<file path="config.mk">
export PLATFORM = sky130hd
export DESIGN_NAME = writeback_unit
export DESIGN_NICKNAME = d
export VERILOG_FILES = /design/src/rtl/cpu_pkg.sv /design/src/rtl/wb_fifo.sv /design/src/rtl/writeback_unit.sv
export SDC_FILE = /design/constraint.sdc
export NUM_CORES = 1
export LEC_CHECK = 0
export BUFFER_PORTS_ARGS = -buffer_cell sky130_fd_sc_hd__buf_4
export CAP_MARGIN = 20
export CORE_ASPECT_RATIO = 0.7
export CORE_MARGIN = 10
export CORE_UTILIZATION = 51
export DETAILED_ROUTE_END_ITERATION = 8
export GPL_ROUTABILITY_DRIVEN = 0
export GPL_TIMING_DRIVEN = 0
export PLACE_DENSITY = 0.8
export SKIP_LAST_GASP = 1
export SLEW_MARGIN = 30
export SYNTH_ARGS = -nofsm -noshare
export SYNTH_HDL_FRONTEND = slang
export SYNTH_HIERARCHICAL = 1
export SYNTH_SLANG_ARGS = --single-unit
</file>
<file path="constraint.sdc">
create_clock -name clk -period 2 [get_ports clk]
set_clock_uncertainty 0.2 [all_clocks]
set_input_delay 0.1 -clock clk [delete_from_list [all_inputs] [get_ports clk]]
set_output_delay 0.1 -clock clk [all_outputs]
set_load 0.1 [all_outputs]
</file>
<file path="src/rtl/cpu_pkg.sv">
// -----------------------------------------------------------------------------
// cpu_pkg
// Shared definitions for the write-back stage.
//   REG_ADDR_W  : register address width
//   DATA_W      : register data width
//   WB_DEPTH    : number of retire-buffer entries
//   CNT_W       : width of the retire counter
//   wb_occ_e    : retire-buffer occupancy state (EMPTY / ONE / FULL)
//   wb_entry_t  : one buffered register write {addr, data}
// -----------------------------------------------------------------------------
package cpu_pkg;

    localparam int REG_ADDR_W = 5;
    localparam int DATA_W     = 32;
    localparam int WB_DEPTH   = 2;
    localparam int CNT_W      = 16;
    localparam int WB_PTR_W   = (WB_DEPTH > 1) ? $clog2(WB_DEPTH) : 1;

    typedef enum logic [1:0] {
        OCC_EMPTY = 2'd0,
        OCC_ONE   = 2'd1,
        OCC_FULL  = 2'd2
    } wb_occ_e;

    typedef struct packed {
        logic [REG_ADDR_W-1:0] addr;
        logic [DATA_W-1:0]     data;
    } wb_entry_t;

    // Circular pointer advance for a buffer of WB_DEPTH entries.
    function automatic logic [WB_PTR_W-1:0] wb_ptr_inc(input logic [WB_PTR_W-1:0] ptr);
        if (ptr == WB_PTR_W'(WB_DEPTH - 1)) begin
            return '0;
        end
        return ptr + 1'b1;
    endfunction

endpackage

</file>
<file path="src/rtl/wb_fifo.sv">
// -----------------------------------------------------------------------------
// wb_fifo
// Retire buffer: a WB_DEPTH (2) entry FIFO of pending register writes with an
// explicit EMPTY / ONE / FULL occupancy state machine.
// Ports:
//   clk        in   rising-edge clock
//   reset      in   asynchronous active-low reset, clears pointers/occupancy/data
//   enq        in   push {enq_addr, enq_data} this edge (ignored when FULL)
//   enq_addr   in   address of the pushed entry
//   enq_data   in   data of the pushed entry
//   deq        in   pop the head entry this edge (ignored when EMPTY)
//   head_valid out  buffer holds at least one entry
//   head_addr  out  head entry address, 0 when empty
//   head_data  out  head entry data, 0 when empty
//   not_full   out  buffer can take a new entry (from registered state only)
// -----------------------------------------------------------------------------
module wb_fifo
    import cpu_pkg::*;
(
    input  logic                  clk,
    input  logic                  reset,
    input  logic                  enq,
    input  logic [REG_ADDR_W-1:0] enq_addr,
    input  logic [DATA_W-1:0]     enq_data,
    input  logic                  deq,
    output logic                  head_valid,
    output logic [REG_ADDR_W-1:0] head_addr,
    output logic [DATA_W-1:0]     head_data,
    output logic                  not_full
);

    wb_occ_e               occ_q, occ_d;
    logic [WB_PTR_W-1:0]   wr_ptr_q, wr_ptr_d;
    logic [WB_PTR_W-1:0]   rd_ptr_q, rd_ptr_d;
    wb_entry_t             mem_q [WB_DEPTH];
    wb_entry_t             mem_d [WB_DEPTH];

    logic                  enq_ok;
    logic                  deq_ok;
    wb_entry_t             head_entry;

    // Qualify requests against the current occupancy so a stray request can
    // never corrupt the pointers.
    assign enq_ok = enq & (occ_q != OCC_FULL);
    assign deq_ok = deq & (occ_q != OCC_EMPTY);

    // Storage next-state: only the slot under the write pointer can change.
    genvar gi;
    generate
        for (gi = 0; gi < WB_DEPTH; gi++) begin : g_slot
            always_comb begin
                mem_d[gi] = mem_q[gi];
                if (enq_ok && (wr_ptr_q == WB_PTR_W'(gi))) begin
                    mem_d[gi].addr = enq_addr;
                    mem_d[gi].data = enq_data;
                end
            end
        end
    endgenerate

    // Pointer and occupancy next-state.
    always_comb begin
        wr_ptr_d = wr_ptr_q;
        rd_ptr_d = rd_ptr_q;
        occ_d    = occ_q;

        if (enq_ok) begin
            wr_ptr_d = wb_ptr_inc(wr_ptr_q);
        end
        if (deq_ok) begin
            rd_ptr_d = wb_ptr_inc(rd_ptr_q);
        end

        unique case (occ_q)
            OCC_EMPTY: begin
                if (enq_ok) begin
                    occ_d = OCC_ONE;
                end
            end
            OCC_ONE: begin
                // Push and pop together keep one entry; the new one is head.
                if (enq_ok && !deq_ok) begin
                    occ_d = OCC_FULL;
                end else if (deq_ok && !enq_ok) begin
                    occ_d = OCC_EMPTY;
                end
            end
            OCC_FULL: begin
                if (deq_ok) begin
                    occ_d = OCC_ONE;
                end
            end
            default: begin
                occ_d = OCC_EMPTY;
            end
        endcase
    end

    always_ff @(posedge clk or negedge reset) begin
        if (!reset) begin
            occ_q    <= OCC_EMPTY;
            wr_ptr_q <= '0;
            rd_ptr_q <= '0;
            for (int i = 0; i < WB_DEPTH; i++) begin
                mem_q[i] <= '0;
            end
        end else begin
            occ_q    <= occ_d;
            wr_ptr_q <= wr_ptr_d;
            rd_ptr_q <= rd_ptr_d;
            for (int i = 0; i < WB_DEPTH; i++) begin
                mem_q[i] <= mem_d[i];
            end
        end
    end

    assign head_entry = mem_q[rd_ptr_q];
    assign head_valid = (occ_q != OCC_EMPTY);
    assign head_addr  = head_valid ? head_entry.addr : '0;
    assign head_data  = head_valid ? head_entry.data : '0;
    assign not_full   = (occ_q != OCC_FULL);

endmodule

</file>
<file path="src/rtl/writeback_unit.sv">
// -----------------------------------------------------------------------------
// writeback_unit
// Write-back stage: accepts retiring instructions from MEM/WB, buffers their
// register writes in a 2-entry retire buffer and issues them to the register
// file when its write port is granted. The head entry is also exposed for
// forwarding, and completed writes are counted.
// Ports:
//   clk             in   rising-edge clock
//   reset           in   asynchronous active-low reset
//   mem_valid       in   MEM/WB offers a retiring instruction
//   mem_ready       out  offer can be accepted this cycle (registered state)
//   mem_reg_write   in   instruction writes a register
//   mem_to_reg      in   1 = write load data, 0 = write ALU result
//   mem_rd          in   destination register
//   alu_data_out    in   ALU result
//   mem_data_out    in   load data
//   rf_wr_grant     in   register-file write port free this cycle
//   reg_write       out  register-file write strobe
//   reg_wr_addr_wb  out  write address (0 when no write)
//   reg_wr_data     out  write data (0 when no write)
//   fwd_valid       out  head entry valid for forwarding
//   fwd_addr        out  head entry address
//   fwd_data        out  head entry data
//   retire_count    out  wrapping count of completed register writes
// -----------------------------------------------------------------------------
module writeback_unit
    import cpu_pkg::*;
(
    input  logic                  clk,
    input  logic                  reset,
    input  logic                  mem_valid,
    output logic                  mem_ready,
    input  logic                  mem_reg_write,
    input  logic                  mem_to_reg,
    input  logic [REG_ADDR_W-1:0] mem_rd,
    input  logic [DATA_W-1:0]     alu_data_out,
    input  logic [DATA_W-1:0]     mem_data_out,
    input  logic                  rf_wr_grant,
    output logic                  reg_write,
    output logic [REG_ADDR_W-1:0] reg_wr_addr_wb,
    output logic [DATA_W-1:0]     reg_wr_data,
    output logic                  fwd_valid,
    output logic [REG_ADDR_W-1:0] fwd_addr,
    output logic [DATA_W-1:0]     fwd_data,
    output logic [CNT_W-1:0]      retire_count
);

    logic                  accept;
    logic                  enq;
    logic [DATA_W-1:0]     wb_src_data;
    logic                  head_valid;
    logic [REG_ADDR_W-1:0] head_addr;
    logic [DATA_W-1:0]     head_data;
    logic                  not_full;
    logic [CNT_W-1:0]      retire_count_q, retire_count_d;

    // mem_ready comes straight from the buffer's registered occupancy, so the
    // handshake never loops through mem_valid.
    assign mem_ready = not_full;
    assign accept    = mem_valid & mem_ready;

    // Non-writing instructions are consumed by the handshake but never enter
    // the buffer. rd=0 writes are buffered like any other so the decoder's
    // scoreboard flag for them still clears.
    assign enq         = accept & mem_reg_write;
    assign wb_src_data = mem_to_reg ? mem_data_out : alu_data_out;

    wb_fifo u_wb_fifo (
        .clk        (clk),
        .reset      (reset),
        .enq        (enq),
        .enq_addr   (mem_rd),
        .enq_data   (wb_src_data),
        .deq        (reg_write),
        .head_valid (head_valid),
        .head_addr  (head_addr),
        .head_data  (head_data),
        .not_full   (not_full)
    );

    // Issue depends only on buffered state and the grant: a new instruction
    // reaches reg_write no earlier than the cycle after it is accepted.
    assign reg_write      = head_valid & rf_wr_grant;
    assign reg_wr_addr_wb = reg_write ? head_addr : '0;
    assign reg_wr_data    = reg_write ? head_data : '0;

    // head_addr/head_data are already zero when the buffer is empty.
    assign fwd_valid = head_valid;
    assign fwd_addr  = head_addr;
    assign fwd_data  = head_data;

    always_comb begin
        retire_count_d = retire_count_q;
        if (reg_write) begin
            retire_count_d = retire_count_q + 1'b1;
        end
    end

    always_ff @(posedge clk or negedge reset) begin
        if (!reset) begin
            retire_count_q <= '0;
        end else begin
            retire_count_q <= retire_count_d;
        end
    end

    assign retire_count = retire_count_q;

endmodule

</file>
==> results.cfg, run 1 <==
[placement]
dpl_worst_slack_ns = -0.108
hpwl_um = 10400
portBuffers = 166
place_inst = 689
dpl_cell_area_mm2 = 0.00717

[timing]
worst_endpoint_kind = output port
worstEndpointGrtRepair = reg_wr_data[0]

[yosys]
syn_area_mm2 = 0.00517
yosysTopAreaCell = dfrtp_1
yosysMostFrequentCell = dfrtp_1
synth_area_per_cell_um2 = 13.1
synth-edff-count = 0
ys_warn_count = 6
ys_types = 32
syn_inst = 395
synthFlopType = dfrtp_1
netlist.area_leader.share = 0.455
synth-seq-cells = 94
synth_nets = 471
synthTopCellsByArea = dfrtp_1 46%, mux2_4 17%, mux2_2 9.8%
synthTopCellsByCount = 94 x dfrtp_1, 60 x mux2_4, 45 x mux2_2
yosysSeqAreaShare = 0.455
async_flop_share = 1.00

[clock_tree]
cts_sinks = 94
clockBufferDepth = 2
cts_buffers = 9
htree_levels = 3
cts-root-buf = clkbuf_16

[floorplanning]
core.rowCount = 30
fp.dieW_um = 140
initial_core_util = 0.527
io_pins = 168
die_h_um = 104

[outcome]
lastStage = global routing
tool.error = [ERROR DPL-0033] detailed placement checks failed during check placement.
status = aborted with a tool error

[global_routing]
antenna_found_initial = 0
grt_start_max_net_pins = 95
==> timing repair <==
item | CTS
gates cloned | 2
buffers inserted | 11
pin swaps | 5
hold endpoints to repair | 169
hold buffers | 71
setup endpoints to repair | 125
resized for setup | 168
==> cells by family after synthesis <==
group / after synthesis / synth area share
muxes: 145 / 0.350
and+or+nand+nor: 104 / 0.112
AOI/OAI and AO/OA: 3 / 0.00315
adders and majority gates: 1 / 0.00242
xor gates and xnor gates: 17 / 0.0288
buffers and inverters: 31 / 0.0484
DFF: 94 / 0.455
==> per-stage QoR <==
step | utilization | hold WS, ns
after floorplan | - | -0.396
after global placement | 0.731 | 0.141
after detailed placement | 0.731 | 0.0319
after CTS | 0.924 | 0.0418
==> run 2: changes to the inputs <==
--- a/config.mk
+++ b/config.mk
@@ -7,13 +7,12 @@
 export LEC_CHECK = 0
 export BUFFER_PORTS_ARGS = -buffer_cell sky130_fd_sc_hd__buf_4
 export CAP_MARGIN = 20
-export CORE_ASPECT_RATIO = 0.7
 export CORE_MARGIN = 10
-export CORE_UTILIZATION = 51
+export CORE_UTILIZATION = 40
 export DETAILED_ROUTE_END_ITERATION = 8
 export GPL_ROUTABILITY_DRIVEN = 0
 export GPL_TIMING_DRIVEN = 0
-export PLACE_DENSITY = 0.8
+export PLACE_DENSITY_LB_ADDON = 0.15
 export SKIP_LAST_GASP = 1
 export SLEW_MARGIN = 30
 export SYNTH_ARGS = -nofsm -noshare
==> results.cfg, run 2 <==
[yosys]
async_flop_share = 1.00
ys_warn_count = 6
synth-edff-count = 0
yosysTopAreaCell = dfrtp_1
syn_inst = 395
syn_area_mm2 = 0.00517
ys_types = 32
synthTopCellsByArea = dfrtp_1 46%, mux2_4 17%, mux2_2 9.8%
synth_nets = 471
synthFlopType = dfrtp_1
synth_area_per_cell_um2 = 13.1
yosysMostFrequentCell = dfrtp_1
synth-seq-cells = 94
netlist.area_leader.share = 0.455
yosysSeqAreaShare = 0.455
synthTopCellsByCount = 94 x dfrtp_1, 60 x mux2_4, 45 x mux2_2

[timing]
finalCriticalPeriod_ns = 2.09
slew_viol_final = 0
fin_crit_sh = 1.05
setup_tns_ns = -2.25
worstMarginPinSlew_ns = 0.870
timing.fmax_mhz = 477
rsz0062_at_grt = true
setup_viol = 54
hold_ws_ns = 0.0209
worst_slack_ns = -0.0947
timing.slew.headroom = 0.420
hold_viol_final = 0

[global_routing]
grt_pass1_vias = 4791
grt_start_max_net_pins = 95
grt.overflow.total = 0
globalRouteTotalUtil = 0.183
antenna_found_initial = 0
grt_pass1_wl_um = 26200

[clock_tree]
clkLatencyLatePin_ns = 0.35
htree_levels = 3
clockBufferDepth = 2
cts_tree = done
cts_buffers = 9
path_clk_slew_ns = 0.06
cts_sinks = 94
cts-root-buf = clkbuf_16

[finish]
final_cells = 844
largest_register = u_wb_fifo/mem_q
largest_reg_flops = 74
layout.nets = 743
area_growth_pct = 83.3
n_antenna_cell = 0
drive_above_1_share = 0.683
mostFrequentLayoutCells = 125 x buf_4, 85 x dfrtp_1, 74 x mux2_4
layout_commonest_cell = buf_4
fin_util = 0.750

[detailed_routing]
drc = 0
drtAntennaViolNets = 0
wl_um = 16800
dr.first_iter.drc_count = 124
vias_per_cell = 4.95
routedWlPerCell_um = 20.0
drt_pre_antenna_iters = 4
routed-via-count = 4175

[worst_hold_path]
holdPathStages = 4
hp-class = in -> reg

[outcome]
failed_checks = negative setup slack
status = finished with violations

[critical_path]
crit_type = reg -> out
cp-end-kind = output port
cp.arrival_ns = 1.79
rrSetupSlack_ns = -0.02
reg2regPathDepth = 7
cp_data_required_time_ns = 1.70
cp-start-kind = register
path_max_fanout = 6

[floorplanning]
io_pins = 168
coreArea_mm2 = 0.0126
core.rowCount = 41
die_h_um = 134
initial_core_util = 0.409
die-area_mm2 = 0.0179
fp.dieW_um = 134

[placement]
place_inst = 733
portBuffers = 166
hpwl_um = 10200

[run]
drv_cap = 0
-- run 2: cell counts after synthesis --
No cell type changed its count.
-- run 2: critical path: stages (launching register included) --
cell and delay [ns]:
dfrtp_1 0.42, buf_12 0.17, clkbuf_16 0.17, mux2i_4 0.19, nor2_4 0.12, and3_4 0.21
buf_12 0.17
-- run 2: final timing paths --
kind                                                 from                              end
min                                           rf_wr_grant   u_wb_fifo/occ_q[1]$_DFFE_PN0P_
min in group asynchronous                           reset  u_wb_fifo/mem_q[33]$_DFFE_PN0P_
max                        u_wb_fifo/rd_ptr_q$_DFFE_PN0P_                   reg_wr_data[8]
min reg2reg                   retire_count[2]$_DFFE_PN0P_      retire_count[2]$_DFFE_PN0P_
max reg2reg                u_wb_fifo/occ_q[0]$_DFFE_PN0P_  u_wb_fifo/mem_q[71]$_DFFE_PN0P_
max in group asynchronous                           reset   u_wb_fifo/occ_q[0]$_DFFE_PN0P_
-- run 2: cell families (layout without fill, tap and decap cells) --
kind of cell	after synthesis	after routing	synth area share
simple gates	104	104	0.112
xor+xnor	17	17	0.0288
fa+ha+maj	1	1	0.00242
buf+inv	31	308	0.0484
mux	145	145	0.350
compound gates	3	3	0.00315
flops	94	94	0.455
-- run 2: cell type report --
type	instances	area, um2
timing repair buffer	261	2780
fill	760	3150
tap	172	215
multi-input combinational	270	3290
clock buffer	12	256
inverter	1	7.51
clock inverter	4	70.1
buffer	30	484
sequential	94	2360
-- run 2: through the flow --
| stage | setup WS, ns | area [um2] |
|---|---|---|
| after CTS | -0.0890 | 9210 |
| after global placement | -0.0673 | 7220 |
| final | -0.0947 | 9470 |
| after detailed placement | -0.0978 | 7220 |
| after floorplan | -0.403 | 5760 |
| after global routing | -0.137 | 9470 |
-- run 2: what timing repair did --
item,in CTS,in global routing
gates cloned,4,3
endpoints found under the setup margin,124,78
hold buffers,72,0
buffers inserted,11,5
pin swaps,5,6
hold endpoints to repair,169,0
gates resized for setup,169,33
-- run 2: layer usage --
layer	up-vias	global-route usage	wire length [um]
met1	2099	0.213	7050
met3	15	0.0620	1060
met2	122	0.309	8550
met5	-	0	0
met4	0	0.0538	183
li1	1939	-	-
Power of run 2 is left out: the tool's default activity adds up to more than one toggle a clock period on the data nets, which glitch-free logic cannot reach.
==> run 3: changes to the inputs <==
--- a/config.mk
+++ b/config.mk
@@ -12,7 +12,8 @@
 export DETAILED_ROUTE_END_ITERATION = 8
 export GPL_ROUTABILITY_DRIVEN = 0
 export GPL_TIMING_DRIVEN = 0
-export PLACE_DENSITY_LB_ADDON = 0.15
+export PLACE_DENSITY_LB_ADDON = 0.05
+export SETUP_SLACK_MARGIN = 0.1
 export SKIP_LAST_GASP = 1
 export SLEW_MARGIN = 30
 export SYNTH_ARGS = -nofsm -noshare
==> results.cfg, run 3 (synthesis gave the netlist of run 2 again) <==
[outcome]
status = finished with violations
failed_checks = negative setup slack

[timing]
fin_crit_sh = 1.05
timing.slew.headroom = 0.488
hold_viol_final = 0
slew_viol_final = 0
finalCriticalPeriod_ns = 2.10
rsz0062_at_grt = true
worstMarginPinSlew_ns = 0.768
setup_viol = 54
worst_slack_ns = -0.101
timing.fmax_mhz = 476

[critical_path]
reg2reg_from = u_wb_fifo/occ_q[1]$_DFFE_PN0P_
critPathBufInv = 3
r2r_end = u_wb_fifo/mem_q[65]$_DFFE_PN0P_
cp-start-kind = register
cp-end-kind = output port
slowest_delay_ns = 0.41
path_max_fanout = 6
cp_data_required_time_ns = 1.70
crit_top_cell = buf_12
crit_slowest_cell = dfrtp_1
cp.arrival_ns = 1.80
reg2regPathDepth = 8
cp_cell_sequence = buf_12 > buf_6 > mux2i_2 > nor2_2 > and3_4 > buf_12
critical_path.top_delay_family = buffers and inverters
crit_type = reg -> out
rrSetupSlack_ns = -0.04

[global_routing]
grt_start_max_net_pins = 95
globalRouteTotalUtil = 0.197
antenna_found_initial = 0
grt_pass1_wl_um = 28200
grt_pass1_vias = 4950
grt.overflow.total = 0

[detailed_routing]
vias_per_cell = 4.94
routed-via-count = 4252
drtAntennaViolNets = 0
dr.first_iter.drc_count = 201
routedWlPerCell_um = 21.1
drc = 0
wl_um = 18200
drt_pre_antenna_iters = 4

[finish]
fin_util = 0.802
n_antenna_cell = 0
drive_above_1_share = 0.708
largest_register = u_wb_fifo/mem_q
layout_commonest_cell = buf_4
area_growth_pct = 95.8
largest_reg_flops = 74
mostFrequentLayoutCells = 106 x buf_4, 85 x dfrtp_1, 84 x buf_12
layout.nets = 760
fill_cells = 704

[placement]
portBuffers = 166
hpwl_um = 10200
dpl_worst_slack_ns = -0.109

[clock_tree]
cts_buffers = 9
clkLatencyLatePin_ns = 0.34
clockBufferDepth = 2
cts_sinks = 94
htree_levels = 3
cts-root-buf = clkbuf_16
path_clk_slew_ns = 0.06
cts_tree = done

[floorplanning]
io_pins = 168
coreArea_mm2 = 0.0126
core.rowCount = 41
die-area_mm2 = 0.0179
die_h_um = 134
initial_core_util = 0.409
fp.dieW_um = 134

[worst_hold_path]
hp-class = in -> reg
hold_start = rf_wr_grant
whs_endpoint = retire_count[0]$_DFFE_PN0P_
holdPathStages = 4

[run]
drv_cap = 0
[run 3: cell count changes in the layout (fill, tap and decap cells not counted), sizes merged]
cell         before  now
clkinvlp          1    3
buf             204  225
bufinv            2    0
dlygate4sd3      72   70
clkbuf           27   25
[run 3: worst register-to-register path: stages, from the launching register on]
cell and delay, ns:
dfrtp_2 0.44, buf_6 0.13, nand2b_4 0.06, and3_4 0.19, and3b_2 0.21, buf_12 0.15, buf_12 0.12, buf_12 0.12
mux2_4 0.30
[run 3: through the flow]
step	hold WS (ns)	area, um2	instances	TNS, ns
2_1_floorplan	-0.396	5770	395	-19.52
3_3_place_gp	0.144	7230	733	-3.48
3_5_place_dp	0.0565	7230	733	-5.37
4_1_cts	0.00908	9810	855	-2.85
5_1_grt	0.0540	10100	861	-6.59
6_report	0.0268	10100	861	-3.03
[run 3: final cells by class]
type	instances	area [um2]	area share
Multi-Input combinational cell	270	3360	0.332
Buffer	30	499	0.0493
Clock inverter	4	25.0	0.00247
Clock buffer	12	246	0.0244
Timing Repair Buffer	278	3410	0.337
Tap cell	172	215	0.0213
Inverter	1	7.51	0.000742
Sequential cell	94	2360	0.234
[run 3: how the worst max path moves through the flow]
stage,startpoint,cells past startpoint,end,slack (ns)
floorplan,u_wb_fifo/occ_q[1]$_DFFE_PN0P_,4,reg_wr_addr_wb[4],-0.40
global placement,u_wb_fifo/occ_q[0]$_DFFE_PN0P_,6,reg_wr_data[10],-0.09
detailed placement,u_wb_fifo/occ_q[0]$_DFFE_PN0P_,6,reg_wr_data[10],-0.11
CTS,u_wb_fifo/rd_ptr_q$_DFFE_PN0P_,6,reg_wr_data[8],-0.07
global route,u_wb_fifo/rd_ptr_q$_DFFE_PN0P_,6,reg_wr_data[20],-0.17
finish,u_wb_fifo/rd_ptr_q$_DFFE_PN0P_,6,reg_wr_data[20],-0.10
[run 3: what timing repair did]
item | 4_1_cts | 5_1_grt
setup endpoints to repair | 135 | 152
endpoints found under the hold margin | 168 | 0
buffers inserted | 26 | 9
gates resized for setup | 252 | 73
pin swaps | 11 | 12
gates cloned | 10 | 0
hold buffers | 70 | 0
[run 3: per-layer routing]
metal  vias up  global-route usage  routed length, um
met5         -                   0                  0
met3        18              0.0515                990
met2       119               0.339               9310
met1      2141               0.237               7630
li1       1974                   -                  -
met4         0              0.0532                261
Power of run 3 is left out for the same reason.
